--- config.mk ---
export PLATFORM = sky130hd
export DESIGN_NAME = life_array_seq_ctrl
export DESIGN_NICKNAME = d
export VERILOG_FILES = /design/src/rtl/life_ctrl_pkg.sv /design/src/rtl/life_scan_shifter.sv /design/src/rtl/life_array_seq_ctrl.sv
export SDC_FILE = /design/constraint.sdc
export NUM_CORES = 1
export LEC_CHECK = 0
export CAP_MARGIN = 40
export CORE_ASPECT_RATIO = 0.75
export CORE_MARGIN = 2
export CORE_UTILIZATION = 30
export CTS_BUF_LIST = sky130_fd_sc_hd__clkbuf_4
export CTS_CLUSTER_SIZE = 10
export DETAILED_ROUTE_END_ITERATION = 12
export DONT_BUFFER_PORTS = 1
export PLACE_DENSITY_LB_ADDON = 0.1
export SKIP_LAST_GASP = 1
export SLEW_MARGIN = 20
export SYNTH_ARGS = -nofsm -noshare
export SYNTH_HDL_FRONTEND = slang
export SYNTH_SLANG_ARGS = --single-unit
--- constraint.sdc ---
create_clock -name clk -period 2.5 [get_ports clk]
set_input_delay 0.125 -clock clk [delete_from_list [all_inputs] [get_ports clk]]
set_output_delay 0.125 -clock clk [all_outputs]
set_load 0.01 [all_outputs]
--- src/rtl/life_ctrl_pkg.sv ---
// rtl/life_ctrl_pkg.sv - shared opcodes, FSM states and sizes for the life array sequencer
// Purpose: opcode constants, FSM state encoding, scan chain length and small
//          opcode helper used by life_array_seq_ctrl and life_scan_shifter.
// Ports:   none (package).
package life_ctrl_pkg;

    localparam int CELLS = 16;
    localparam int CNT_W = 5;

    localparam logic [1:0] OP_LOAD = 2'b00;
    localparam logic [1:0] OP_READ = 2'b01;
    localparam logic [1:0] OP_RUN  = 2'b10;
    localparam logic [1:0] OP_SWAP = 2'b11;

    typedef enum logic [1:0] {
        ST_IDLE  = 2'd0,
        ST_SHIFT = 2'd1,
        ST_RUN   = 2'd2,
        ST_RESP  = 2'd3
    } state_e;

    // READ and SWAP return the array contents captured from the chain tail.
    function automatic logic op_captures(input logic [1:0] op);
        return (op == OP_READ) || (op == OP_SWAP);
    endfunction

endpackage

--- src/rtl/life_scan_shifter.sv ---
// rtl/life_scan_shifter.sv - 16-bit scan pattern shifter with capture register and cycle counter
// Purpose: parallel-in/serial-out pattern register (MSB first) paired with a
//          serial-in/parallel-out capture register, plus a cycle counter that
//          flags the last of CELLS shift cycles.
// Ports:   clk, rst_n      clock, async active-low reset
//          load_i          latch pattern_i, clear capture and counter
//          pattern_i       pattern to shift out
//          shift_i         advance both registers by one bit
//          sin_i           serial bit from chain tail
//          sout_o          serial bit to chain head (pattern MSB)
//          cap_o           captured tail bits, first bit read ends up in MSB
//          done_o          high during the final shift cycle
module life_scan_shifter
    import life_ctrl_pkg::*;
(
    input  logic             clk,
    input  logic             rst_n,
    input  logic             load_i,
    input  logic [CELLS-1:0] pattern_i,
    input  logic             shift_i,
    input  logic             sin_i,
    output logic             sout_o,
    output logic [CELLS-1:0] cap_o,
    output logic             done_o
);

    logic [CELLS-1:0] pat_q, pat_d;
    logic [CELLS-1:0] cap_q, cap_d;
    logic [CNT_W-1:0] cnt_q, cnt_d;

    always_comb begin
        pat_d = pat_q;
        cap_d = cap_q;
        cnt_d = cnt_q;
        if (load_i) begin
            pat_d = pattern_i;
            cap_d = '0;
            cnt_d = '0;
        end else if (shift_i) begin
            pat_d = {pat_q[CELLS-2:0], 1'b0};
            cap_d = {cap_q[CELLS-2:0], sin_i};
            cnt_d = cnt_q + CNT_W'(1);
        end
    end

    always_ff @(posedge clk or negedge rst_n) begin
        if (!rst_n) begin
            pat_q <= '0;
            cap_q <= '0;
            cnt_q <= '0;
        end else begin
            pat_q <= pat_d;
            cap_q <= cap_d;
            cnt_q <= cnt_d;
        end
    end

    assign sout_o = pat_q[CELLS-1];
    assign cap_o  = cap_q;
    assign done_o = shift_i && (cnt_q == CNT_W'(CELLS - 1));

endmodule

--- src/rtl/life_array_seq_ctrl.sv ---
// rtl/life_array_seq_ctrl.sv - command sequencer for the 4x4 life tile array
// Purpose: accepts LOAD/READ/RUN/SWAP commands, drives the array scan chain
//          and run enable, and returns one response per command.
// Ports:   clk, reset                  clock, async active-low reset
//          cmd_valid/ready/op/pattern/gens   host command handshake
//          halt                        abort an in-progress RUN
//          rsp_valid/ready/pattern/gens      response handshake
//          scan, scan_write_val, scan_write_enb, scan_read_val   scan chain
//          run                         one generation per cycle
module life_array_seq_ctrl
    import life_ctrl_pkg::*;
#(
    parameter int GEN_W = 8
) (
    input  logic             clk,
    input  logic             reset,
    input  logic             cmd_valid,
    output logic             cmd_ready,
    input  logic [1:0]       cmd_op,
    input  logic [CELLS-1:0] cmd_pattern,
    input  logic [GEN_W-1:0] cmd_gens,
    input  logic             halt,
    output logic             rsp_valid,
    input  logic             rsp_ready,
    output logic [CELLS-1:0] rsp_pattern,
    output logic [GEN_W-1:0] rsp_gens,
    output logic             scan,
    output logic             scan_write_val,
    output logic             scan_write_enb,
    input  logic             scan_read_val,
    output logic             run
);

    state_e           state_q, state_d;
    logic [1:0]       op_q, op_d;
    logic [GEN_W-1:0] gens_q, gens_d;
    logic [GEN_W-1:0] gen_cnt_q, gen_cnt_d;
    logic [GEN_W-1:0] gen_inc;
    logic             accept;
    logic             shift_done;
    logic             sh_sout;
    logic [CELLS-1:0] sh_cap;

    assign accept  = (state_q == ST_IDLE) && cmd_valid;
    assign gen_inc = gen_cnt_q + GEN_W'(1);

    life_scan_shifter u_shifter (
        .clk       (clk),
        .rst_n     (reset),
        .load_i    (accept),
        .pattern_i (cmd_pattern),
        .shift_i   (state_q == ST_SHIFT),
        .sin_i     (scan_read_val),
        .sout_o    (sh_sout),
        .cap_o     (sh_cap),
        .done_o    (shift_done)
    );

    always_comb begin
        state_d        = state_q;
        op_d           = op_q;
        gens_d         = gens_q;
        gen_cnt_d      = gen_cnt_q;
        cmd_ready      = 1'b0;
        rsp_valid      = 1'b0;
        rsp_pattern    = '0;
        rsp_gens       = '0;
        scan           = 1'b0;
        scan_write_val = 1'b0;
        scan_write_enb = 1'b0;
        run            = 1'b0;

        unique case (state_q)
            ST_IDLE: begin
                cmd_ready = 1'b1;
                if (cmd_valid) begin
                    op_d      = cmd_op;
                    gens_d    = cmd_gens;
                    gen_cnt_d = '0;
                    if (cmd_op != OP_RUN) begin
                        state_d = ST_SHIFT;
                    end else if (cmd_gens == '0) begin
                        state_d = ST_RESP;
                    end else begin
                        state_d = ST_RUN;
                    end
                end
            end
            ST_SHIFT: begin
                scan           = 1'b1;
                scan_write_val = sh_sout;
                // READ recirculates the tail so the array survives the scan.
                scan_write_enb = (op_q != OP_READ);
                if (shift_done) begin
                    state_d = ST_RESP;
                end
            end
            ST_RUN: begin
                run       = 1'b1;
                // The generation in a halted cycle still executes, so count it.
                gen_cnt_d = gen_inc;
                if (halt || (gen_inc == gens_q)) begin
                    state_d = ST_RESP;
                end
            end
            ST_RESP: begin
                rsp_valid   = 1'b1;
                rsp_pattern = op_captures(op_q) ? sh_cap : '0;
                rsp_gens    = (op_q == OP_RUN) ? gen_cnt_q : '0;
                if (rsp_ready) begin
                    state_d = ST_IDLE;
                end
            end
            default: state_d = ST_IDLE;
        endcase
    end

    always_ff @(posedge clk or negedge reset) begin
        if (!reset) begin
            state_q   <= ST_IDLE;
            op_q      <= OP_LOAD;
            gens_q    <= '0;
            gen_cnt_q <= '0;
        end else begin
            state_q   <= state_d;
            op_q      <= op_d;
            gens_q    <= gens_d;
            gen_cnt_q <= gen_cnt_d;
        end
    end

endmodule
After elaboration in Yosys (flattened, before gate mapping)

Index checks and enable logic that the tools add are counted.

$add $sub $neg: 2
Reduce and logical (&&, ||, !) cells: 11
Multiplexer cells: 25
Equality and inequality tests: 14

Operators with widths:

| operator                                              | number |
|---|---|
| 2-to-1 mux 16 bit                                     | 6 |
| 2-to-1 mux 8 bit                                      | 3 |
| case mux 8 bit (2 select lines)                       | 1 |
| 2-to-1 mux 2 bit                                      | 5 |
| 2-to-1 mux 5 bit                                      | 2 |
| inequality test 2 bit, second input constant          | 5 |
| adder 8 x 1 -> 8 bit, second input constant           | 1 |
| equality test 2 bit, second input constant            | 4 |
| equality test 8 bit                                   | 1 |
| zero test 8 bit                                       | 1 |
| case mux 2 bit (4 select lines)                       | 1 |
| 2-to-1 mux 1 bit                                      | 7 |
| adder 5 x 1 -> 5 bit, second input constant           | 1 |
| equality test 5 x 4 -> 1 bit, second input constant   | 1 |
| equality test 2 x 1 -> 1 bit, second input constant   | 2 |
| AND reduction 2 bit                                   | 2 |
| AND reduction 4 bit                                   | 1 |
| nonzero test 2 bit                                    | 2 |
| logical AND 1 bit                                     | 2 |
| zero test 2 bit                                       | 1 |
| logical OR 1 bit                                      | 2 |
| inequality test 2 x 1 -> 1 bit, second input constant | 1 |

Word-level logic and storage cells: 59
Bits in registers: 57
Input port bits: 32
Output and inout port bits: 30

Depth between registers and ports, before layout

Gate-level depths: netlist (run 1).

Depth in word-level cells: 5
Gate-level depth with buffers: 10

By module

Synthesis (run 1) repeated with hierarchy kept, for this count alone.

Cells, all modules: 305
Area total of the unflattened synthesis: 3,100.5 um^2

Modules (own cells, without submodules):

| module              | cells each | times used | area each (um^2) |
|---|---|---|---|
| life_scan_shifter   | 146        | 1          | 1,666.6 |
| life_array_seq_ctrl | 159        | 1          | 1,433.9 |

Least setup slack after synthesis (run 1)

OpenSTA, ideal clock, no wires.

Path type: register to register
From: reg state_q[0]
To: reg state_q[0]
Cell stages (with the launch flop): 11
Setup slack: 86 ps
Arrival time: 2,286 ps
Library setup time: 128 ps
Path buffers: 2
Clock period less this slack: 2,414 ps
Cell sequence: dfrtp_1 inv_1 ha_1 buf_6 nand2b_1 buf_4 o221ai_2 or4_1 a311oi_1 a31oi_1 mux2_1

Cells in the longest elaborated chain, start to end: 4
Elaborated cells between the ends (all ways): 11
Those cells by class: eq/ne: 7; mux: 1; reduce/logical: 3

RTL lines:

| element                         | RTL line                                             | RTL |
|---|---|---|
| start, declared                 | life_array_seq_ctrl.sv:34                            | `state_e state_q, state_d;` |
| start signal, assigned          | life_array_seq_ctrl.sv:125                           | `state_q <= state_d;` |
| equality test 2 x 1 -> 1 bit    | life_array_seq_ctrl.sv:52, life_array_seq_ctrl.sv:73 |  |
| logical AND 1 bit               | life_scan_shifter.sv:60                              | `assign done_o = shift_i && (cnt_q == CNT_W'(CELLS - 1));` |
| inequality test 2 bit (no line) | -                                                    |  |
| AND reduction 4 bit (no line)   | -                                                    |  |

Parallel ways exist; a longest one is shown, timed or not.
A chain may end at the register's enable or synchronous reset.

Final worst setup path (run 1)

From: reg gen_cnt_q[0]
To: reg state_q[0]

Cells in the longest elaborated chain, start to end: 5

RTL lines:

| element                         | RTL line                   | RTL |
|---|---|---|
| start, declared                 | life_array_seq_ctrl.sv:37  | `logic [GEN_W-1:0] gen_cnt_q, gen_cnt_d;` |
| start signal, assigned          | life_array_seq_ctrl.sv:128 | `gen_cnt_q <= gen_cnt_d;` |
| adder 8 x 1 -> 8 bit            | life_array_seq_ctrl.sv:45  | `assign gen_inc = gen_cnt_q + GEN_W'(1);` |
| equality test 8 bit             | life_array_seq_ctrl.sv:102 | `if (halt \|\| (gen_inc == gens_q)) begin` |
| logical OR 1 bit                | life_array_seq_ctrl.sv:102 |  |
| inequality test 2 bit (no line) | -                          |  |
| AND reduction 4 bit (no line)   | -                          |  |

Every way passes these cells.

==> out/metrics.yaml, run 1 <==
hold_viol: 0
clkPwrFrac_pct: 16.2
synthFlopType: "dfrtp_1"
vias: 2301
fin_crit_ns: 2.33
layout_common_cells: "dfrtp_1 (57), nand2_1 (56), mux2i_1 (34)"
ys_seq_area_share_pct: 47.7
critPathKind: "reg -> reg"
num_rows: 31
start_kind: "flop"
setup_tns_ns: 0
slew_violations: 0
power.total_mw: 3.90
min_from: "cmd_op[1]"
via_per_inst: 4.75
rsz0062_at_grt: "false"
netlist_area_um2: 2990
layout.nets: 386
power_density_nw_per_um2: 1070
pre_cts_ws_ns: 0.0969
p_seq_share_pct: 41.0
clkLatencyLatePin_ns: 0.38
syn_inst: 315
ff2ff_path_depth: 6
hold_end: "state_q[1]"
core_um2: 9660
drt_wl_total_um: 7210
synth_edf_count: 0
routedWlPerCell_um: 14.9
fin_crit_sh_pct: 93.2
synthTopCellsByArea: "dfrtp_1 (48%), mux2i_1 (11%), nand2_1 (7.0%)"
grt_pass1_wl_um: 11900
netlist.top_cell.by_area: "dfrtp_1"
synth_cell_types: 38
antenna_found_initial: 0
drv_cap: 0
whs_path_depth: 3
layout_commonest_cell: "dfrtp_1"
max_slew_margin_pct: 53.2
combPwrFrac_pct: 42.8
synth_nets: 354
cts_tree: "built"
hold_class: "in -> reg"
clock-root-buffer: "clkbuf_4"
arrival_ns: 2.60
clock_skew_ns: 0.00582
synth.avg_cell_area_um2: 9.49
route.detailed.drc: 0
antenna_left: 0
first_pass_iters: 4
clk_path_buf_depth: 2
end_kind: "flop"
portBuffers: 0
grt_use_total_pct: 14.2
grt_pass1_vias: 2161
finish.utilization_pct: 37.6
grt_max_degree: 58
final_cells: 484
ir_drop_uv: 460
yosysWarnings: 0
n_antenna_cell: 0
overflow: 0
io-pin-count: 62
internal-power_mw: 2.34
die_area_um2: 10800
fmax_mhz: 429
hpwl_um: 4820
status: "complete, no violations"
die_y_um: 90.4
gp_congestion: 0.732
r2r_setup_slack_ns: 0.17
drt_iter0_drc: 109
start_util_pct: 30.9
cp.required_ns: 2.77
cts.sinks: 57
async_reset_ff_share_pct: 100
r2r_start: "gen_cnt_q[0]"
tightestPinTransition_ns: 0.696
drive_gt1_share_pct: 10.8
fillCellCount: 1000
cts_inserted_buffers: 9
layout_setup_ws_ns: 0.171
cts.clk_slew.worst_paths_ns: 0.09
path_max_fanout: 7
leakagePower_nw: 1.72
power_switching_mw: 1.56
r2r-end: "state_q[0]"
h-tree-depth: 3
synth_top_area_share_pct: 47.7
dp.cells: 437
swShare_pct: 40.0
setup_violations: 0
die_x_um: 119
area_growth_pct: 21.7
synth-seq-cells: 57
power groups by stage:
stage	Sequential (mW)	Combinational, mW	Clock (mW)
4_1_cts	1.60	1.61	0.679
3_3_place_gp	1.61	1.53	0
6_report	1.60	1.67	0.632
3_5_place_dp	1.62	1.55	0
5_1_grt	1.66	1.90	0.718
2_1_floorplan	1.49	1.28	0
Yosys cell counts, types with 2 or more instances:
library cell and n:
dfrtp_1 57, nand2_1 56, mux2i_1 34, nor2_1 25, o21ai_0 23, and3_1 19, clkbuf_1 12, and2_1 9
inv_1 9, ha_1 7, xnor2_1 7, xor2_1 7, nand3_1 6, nor3_1 5, a21oi_1 4, a22o_1 4
buf_1 3, nand3b_1 3, nor4_1 3, a211oi_1 2, buf_2 2, mux2_1 2
cell families after synthesis:
kind of cell	after synthesis	share of synthesized area [%]
xor+xnor	14	4.10
simple gates	132	20.7
flops	57	47.7
fa+ha+maj	7	2.93
compound gates	40	8.25
buf+inv	29	4.10
mux	36	12.1
worst max-delay path: stages, from the launching register on:
cell	delay (ns)
dfrtp_1	0.47
ha_1	0.35
xor2_1	0.17
or4_4	0.51
a311oi_2	0.23
a31oi_2	0.17
mux2_4	0.32
flip-flops by register name, indices dropped and copies added (netlist names):
name,flops
u_shifter.cap_o,16
u_shifter.pat_q,16
gen_cnt_q,8
gens_q,8
u_shifter.cnt_q,5
op_q,2
state_q,2
cell type report:
type | count | area, um^2 | area share (%)
multi-input cells | 229 | 1470 | 40.5
flip-flops and latches | 57 | 1430 | 39.2
repair buffers | 40 | 405 | 11.2
well taps | 132 | 165 | 4.54
clock buffers | 9 | 67.6 | 1.86
clock inverters | 7 | 61.3 | 1.69
inverters | 10 | 37.5 | 1.03
metal layers:
metal / global-route usage (%) / vias to the layer above / wire (um)
li1: - / 1142 / -
met1: 22.4 / 1098 / 3940
met2: 17.4 / 55 / 2760
met3: 4.99 / 6 / 444
met4: 4.46 / 0 / 64
met5: 0 / - / 0
through the flow:
step	cell area, um^2	hold WS, ns
global route	3630	0.112
detailed placement	3150	-0.168
CTS	3600	0.0684
finish	3630	0.121
global placement	3150	-0.168
floorplan	2990	-0.171
what timing repair did:
action / 4_1_cts / 5_1_grt
setup endpoints to repair: 0 / 2
resized for setup: 0 / 7
hold buffers: 30 / 0
setup buffers: 0 / 1
endpoints found under the hold margin: 85 / 0
worst max path at each step:
stage / start / end / slack [ns] / depth (start not counted)
floorplan: state_q[0] / state_q[0] / 0.09 / 10
global placement: u_shifter.cnt_q[0] / state_q[1] / 0.18 / 8
detailed placement: u_shifter.cnt_q[0] / state_q[0] / 0.1 / 8
CTS: u_shifter.cnt_q[0] / state_q[0] / 0.04 / 8
global route: gen_cnt_q[0] / state_q[0] / 0.09 / 6
finish: gen_cnt_q[0] / state_q[0] / 0.17 / 6
No activity file was read; power rests on OpenSTA's default activity.
==> run 2, diff against run 1 <==
--- a/config.mk
+++ b/config.mk
@@ -14,4 +14,5 @@
 export DETAILED_ROUTE_END_ITERATION = 12
 export DONT_BUFFER_PORTS = 1
+export GPL_TIMING_DRIVEN = 0
 export PLACE_DENSITY_LB_ADDON = 0.1
 export SKIP_LAST_GASP = 1
==> constraint.sdc (replaced) <==
create_clock -name clk -period 2.5 [get_ports clk]
set_input_delay 0.125 -clock clk [delete_from_list [all_inputs] [get_ports clk]]
set_output_delay 0.125 -clock clk [all_outputs]
set_load 0.02 [all_outputs]
==> out/metrics.yaml, run 2 (synthesis results as in run 1) <==
die_y_um: 90.4  # unchanged
ff_latch_area_um2: 1430  # unchanged
arrival_ns: 2.71  # +0.11 ns
wl_met3_um: 462  # +4.1%
io-pin-count: 62  # unchanged
m1WireLength_um: 4100  # +4.2%
cts_tree: "built"
hold_end: "state_q[1]"
grt_pass1_vias: 2263  # +4.7%
multi_input_area_um2: 1510  # +2.3%
min_from: "cmd_op[1]"
grt_pass1_wl_um: 12700  # +6.2%
dp.cells: 448  # +2.5%
end_kind: "flop"
antenna_found_initial: 0  # unchanged
hpwl_um: 5240  # +8.7%
die_area_um2: 10800  # unchanged
fin_crit_sh_pct: 97.0  # +3.8 points
topRoutingLayerUsed: "met4"
drt_wl_total_um: 7720  # +7.0%
setup_tns_ns: 0  # unchanged
r2r-end: "state_q[1]"
cp.required_ns: 2.79  # +0.02 ns
layout_common_cells: "dfrtp_1 (57), nand2_1 (56), mux2i_1 (34)"
r2r_setup_slack_ns: 0.08  # -0.10 ns
clock-root-buffer: "clkbuf_4"
area_growth_pct: 25.4
route.detailed.drc: 0  # unchanged
finish.utilization_pct: 38.8  # +1.2 points
cts_inserted_buffers: 9  # unchanged
fmax_mhz: 413  # -3.9%
max_slew_margin_pct: 52.6  # -0.52 points
cts.clk_slew.worst_paths_ns: 0.10  # about the same
clkLatencyLatePin_ns: 0.39  # about the same
drive_gt1_share_pct: 11.7  # +0.89 points
num_rows: 31  # unchanged
n_antenna_cell: 0  # unchanged
gp_congestion: 0.706  # -3.5%
grt_use_total_pct: 15.2  # +0.98 points
routedWlPerCell_um: 15.4  # +3.6%
h-tree-depth: 3  # unchanged
grt_max_degree: 58  # unchanged
r2r_start: "state_q[0]"
final_cells: 500  # +3.3%
leakagePower_nw: 1.77  # +2.5%
hold_class: "in -> reg"
path_max_fanout: 6  # -1
antenna_left: 0  # unchanged
portBuffers: 0  # unchanged
clk_path_buf_depth: 2  # unchanged
met2WireLength_um: 3060  # +11%
fin_area_um2: 3750  # +3.1%
overflow: 0  # unchanged
status: "complete, no violations"
cts.sinks: 57  # unchanged
drv_cap: 0  # unchanged
hold_viol: 0  # unchanged
dpl-instance-area_um2: 3160  # +0.20%
core_um2: 9660  # unchanged
drt_iter0_drc: 126  # +16%
start_kind: "flop"
ff2ff_path_depth: 10  # +4
die_x_um: 119  # unchanged
slew_violations: 0  # unchanged
power.total_mw: 4.22  # +8.3%
layout_commonest_cell: "dfrtp_1"
start_util_pct: 30.9  # unchanged
ir_drop_uv: 432  # -6.1%
power_density_nw_per_um2: 1130  # +5.1%
tightestPinTransition_ns: 0.710  # +0.0142 ns
clock_skew_ns: 0.00853  # +0.00270 ns
setup_violations: 0  # unchanged
whs_path_depth: 3  # unchanged
fin_crit_ns: 2.42  # +0.0950 ns
fillCellCount: 1000  # unchanged
vias: 2342  # +1.8%
first_pass_iters: 4  # unchanged
critPathKind: "reg -> reg"
via_per_inst: 4.68  # -1.5%
layout.nets: 403  # +4.4%
-- run 2: cell type report --
class                      count  share of cell area [%]
tap                          132                    4.41
inverter                      10                    1.00
timing repair buffer          38                    10.0
clock buffer                  10                    2.00
buffer                        19                    2.44
sequential                    57                    38.1
multi-input combinational    229                    40.2
clock inverter                 5                    1.90
-- run 2: timing repair --
action	4_1_cts	5_1_grt
endpoints found under the hold margin	85	0
endpoints found under the setup margin	10	13
gates resized for setup	8	11
hold buffers	30	0
pin swaps	2	3
setup buffers	3	4
-- run 2: worst max path at each step --
stage / from / slack [ns] / to / cells after the start
3_5_place_dp: state_q[0] / -0.26 / state_q[0] / 10
6_report: state_q[0] / 0.08 / state_q[1] / 10
4_1_cts: state_q[1] / -0.20 / scan_write_val / 5
3_3_place_gp: state_q[0] / -0.26 / state_q[0] / 10
2_1_floorplan: state_q[0] / 0.03 / state_q[0] / 10
5_1_grt: gen_cnt_q[0] / -0.02 / state_q[1] / 7
-- run 2: through the flow --
stage	hold WS, ns	setup slack [ns]
6_report	0.104	0.0759
5_1_grt	0.128	-0.0192
4_1_cts	0.0188	-0.196
3_5_place_dp	-0.168	-0.261
3_3_place_gp	-0.168	-0.258
2_1_floorplan	-0.171	0.0257
-- run 2: power breakdown --
part | total, mW | internal, mW | switching [mW] | leakage, nW
registers | 1.55 | 1.29 | 0.260 | 0.739
clock network | 0.736 | 0.402 | 0.333 | 0.0790
logic | 1.94 | 0.849 | 1.09 | 0.950
-- run 2: per-layer routing --
metal | up-vias | GRT usage (%)
li1 | 1179 | -
met1 | 1100 | 23.4
met2 | 54 | 19.3
met3 | 9 | 4.80
met4 | 0 | 5.36
met5 | - | 0
-- run 2: worst max-delay path: stages (launching register included) --
cell	delay, ns
dfrtp_1	0.42
inv_2	0.08
ha_4	0.19
buf_6	0.14
nand2b_4	0.06
buf_6	0.09
o221ai_2	0.09
or4_4	0.43
a311oi_2	0.30
a31oi_2	0.19
mux2_4	0.34
==> run 3, diff against run 2 <==
==> constraint.sdc (replaced) <==
create_clock -name clk -period 2.5 [get_ports clk]
set_input_delay 0.125 -clock clk [delete_from_list [all_inputs] [get_ports clk]]
set_output_delay 0.125 -clock clk [all_outputs]
set_load 0.05 [all_outputs]
==> out/metrics.yaml, run 3 (synthesis results as in run 1) <==
status: "complete, no violations"
num_rows: 31  # unchanged
setup_tns_ns: 0  # unchanged
die_y_um: 90.4  # unchanged
core_um2: 9660  # unchanged
max_stage_delay_ns: 0.52  # +0.09 ns
drive_gt1_share_pct: 15.4  # +3.7 points
ff_latch_area_um2: 1430  # +0.18%
routedWlPerCell_um: 15.0  # -2.9%
n_antenna_cell: 0  # unchanged
area_growth_pct: 27.2
fin_area_um2: 3800  # +1.4%
route.detailed.drc: 0  # unchanged
max_slew_margin_pct: 47.6  # -5.0 points
arrival_ns: 2.74  # +0.03 ns
die_area_um2: 10800  # unchanged
clock-root-buffer: "clkbuf_4"
overflow: 0  # unchanged
hold_viol: 0  # unchanged
r2r_start: "state_q[1]"
drt_wl_total_um: 7520  # -2.5%
drt_iter0_drc: 86  # -32%
min_from: "cmd_op[1]"
hold_class: "in -> reg"
grt_pass1_wl_um: 12200  # -4.1%
fmax_mhz: 410  # -0.73%
layout.nets: 405  # +0.50%
power.total_mw: 4.35  # +3.0%
layout_common_cells: "nand2_1 (56), dfrtp_1 (55), mux2i_1 (34)"
cts.sinks: 57  # unchanged
fin_crit_sh_pct: 97.7  # +0.72 points
grt_max_degree: 58  # unchanged
critPathKind: "reg -> reg"
antenna_found_initial: 0  # unchanged
grt_use_total_pct: 14.6  # -0.56 points
start_util_pct: 30.9  # unchanged
clk_path_buf_depth: 2  # unchanged
layout_commonest_cell: "nand2_1"
dp.cells: 448  # unchanged
clock_skew_ns: 0.00824  # -0.000284 ns
cts_inserted_buffers: 9  # unchanged
final_cells: 502  # +0.40%
via_per_inst: 4.76  # +1.6%
cp_cell_sequence: "inv_2 > buf_6 > ha_4 > inv_4 > o221ai_4 > or4_1 > a311oi_1 > a31oi_1 > mux2_1"
r2r_setup_slack_ns: 0.06  # -0.02 ns
path_max_fanout: 4  # -2
cts_tree: "built"
vias: 2389  # +2.0%
slew_violations: 0  # unchanged
power_density_nw_per_um2: 1140  # +1.5%
grt_pass1_vias: 2274  # +0.49%
die_x_um: 119  # unchanged
first_pass_iters: 4  # unchanged
clkLatencyLatePin_ns: 0.41  # +0.02 ns
leakagePower_nw: 1.77  # +0.31%
ff2ff_path_depth: 9  # -1
start_kind: "flop"
fillCellCount: 976  # -2.4%
antenna_left: 0  # unchanged
hold_end: "state_q[1]"
h-tree-depth: 3  # unchanged
cts.clk_slew.worst_paths_ns: 0.10  # about the same
end_kind: "flop"
io-pin-count: 62  # unchanged
portBuffers: 0  # unchanged
hold_ws_ns: 0.0478  # -0.0565 ns
tightestPinTransition_ns: 0.780  # +0.0695 ns
gp_congestion: 0.707  # +0.24%
setup_violations: 0  # unchanged
r2r-end: "state_q[1]"
rsz0062_at_grt: "true"
dpl-instance-area_um2: 3180  # +0.63%
fin_crit_ns: 2.44  # +0.0179 ns
hpwl_um: 5170  # -1.3%
whs_path_depth: 3  # unchanged
cp.required_ns: 2.80  # about the same
ir_drop_uv: 394  # -8.9%
drv_cap: 0  # unchanged
multi_input_area_um2: 1550  # +3.2%
slowest_stage: "or4_1"
## run 3: where the power goes
group | total [mW] | switching, mW | leakage, nW | internal [mW]
Combinational | 2.12 | 1.23 | 0.960 | 0.885
Sequential | 1.56 | 0.271 | 0.737 | 1.29
Clock | 0.667 | 0.350 | 0.0765 | 0.317
Total | 4.35 | 1.85 | 1.77 | 2.50
## run 3: routing by layer
| layer | up-vias | GRT usage [%] | wire (um) |
|---|---|---|---|
| li1 | 1179 | - | - |
| met1 | 1138 | 20.2 | 3800 |
| met2 | 59 | 20.9 | 3130 |
| met3 | 13 | 5.49 | 472 |
| met4 | 0 | 4.66 | 114 |
| met5 | - | 0 | 0 |
## run 3: what timing repair did
action                     CTS  global route
buffers inserted             3             7
pin swaps                    4             7
hold buffers                30             0
gates resized for setup     18            15
hold endpoints to repair    85             0
setup endpoints to repair   39            10
## run 3: critical path, delay by kind of cell (launching register included)
family / cells / cell delay (ns)
and+or+nand+nor: 1 / 0.52
muxes: 1 / 0.34
buffers and inverters: 3 / 0.29
DFF: 1 / 0.42
AOI/OAI and AO/OA: 3 / 0.52
adders and majority gates: 1 / 0.22
## run 3: metrics by stage
step / setup slack (ns) / utilization (%)
2_1_floorplan: 0.0205 / -
6_report: 0.0580 / 39.4
3_5_place_dp: -0.347 / 32.9
3_3_place_gp: -0.365 / 32.7
5_1_grt: -0.0482 / 39.4
4_1_cts: 0.00384 / 38.2
## run 3: how the worst max path moves through the flow
stage	startpoint	end	slack (ns)	depth (start not counted)
after floorplan	state_q[0]	state_q[0]	0.02	10
after global routing	state_q[1]	state_q[1]	-0.05	9
final	state_q[1]	state_q[1]	0.06	9
after detailed placement	state_q[1]	scan_write_val	-0.35	5
after CTS	state_q[0]	rsp_gens[7]	0.004	4
after global placement	state_q[1]	scan_write_val	-0.36	5
## run 3: final cells by class
cell class                 instances  share of cell area, %
sequential                        57                   37.6
buffer                            18                   2.17
inverter                          10                   1.05
clock buffer                      11                   2.17
timing repair buffer              41                   10.6
tap                              132                   4.34
clock inverter                     4                   1.18
multi-input combinational        229                   40.8
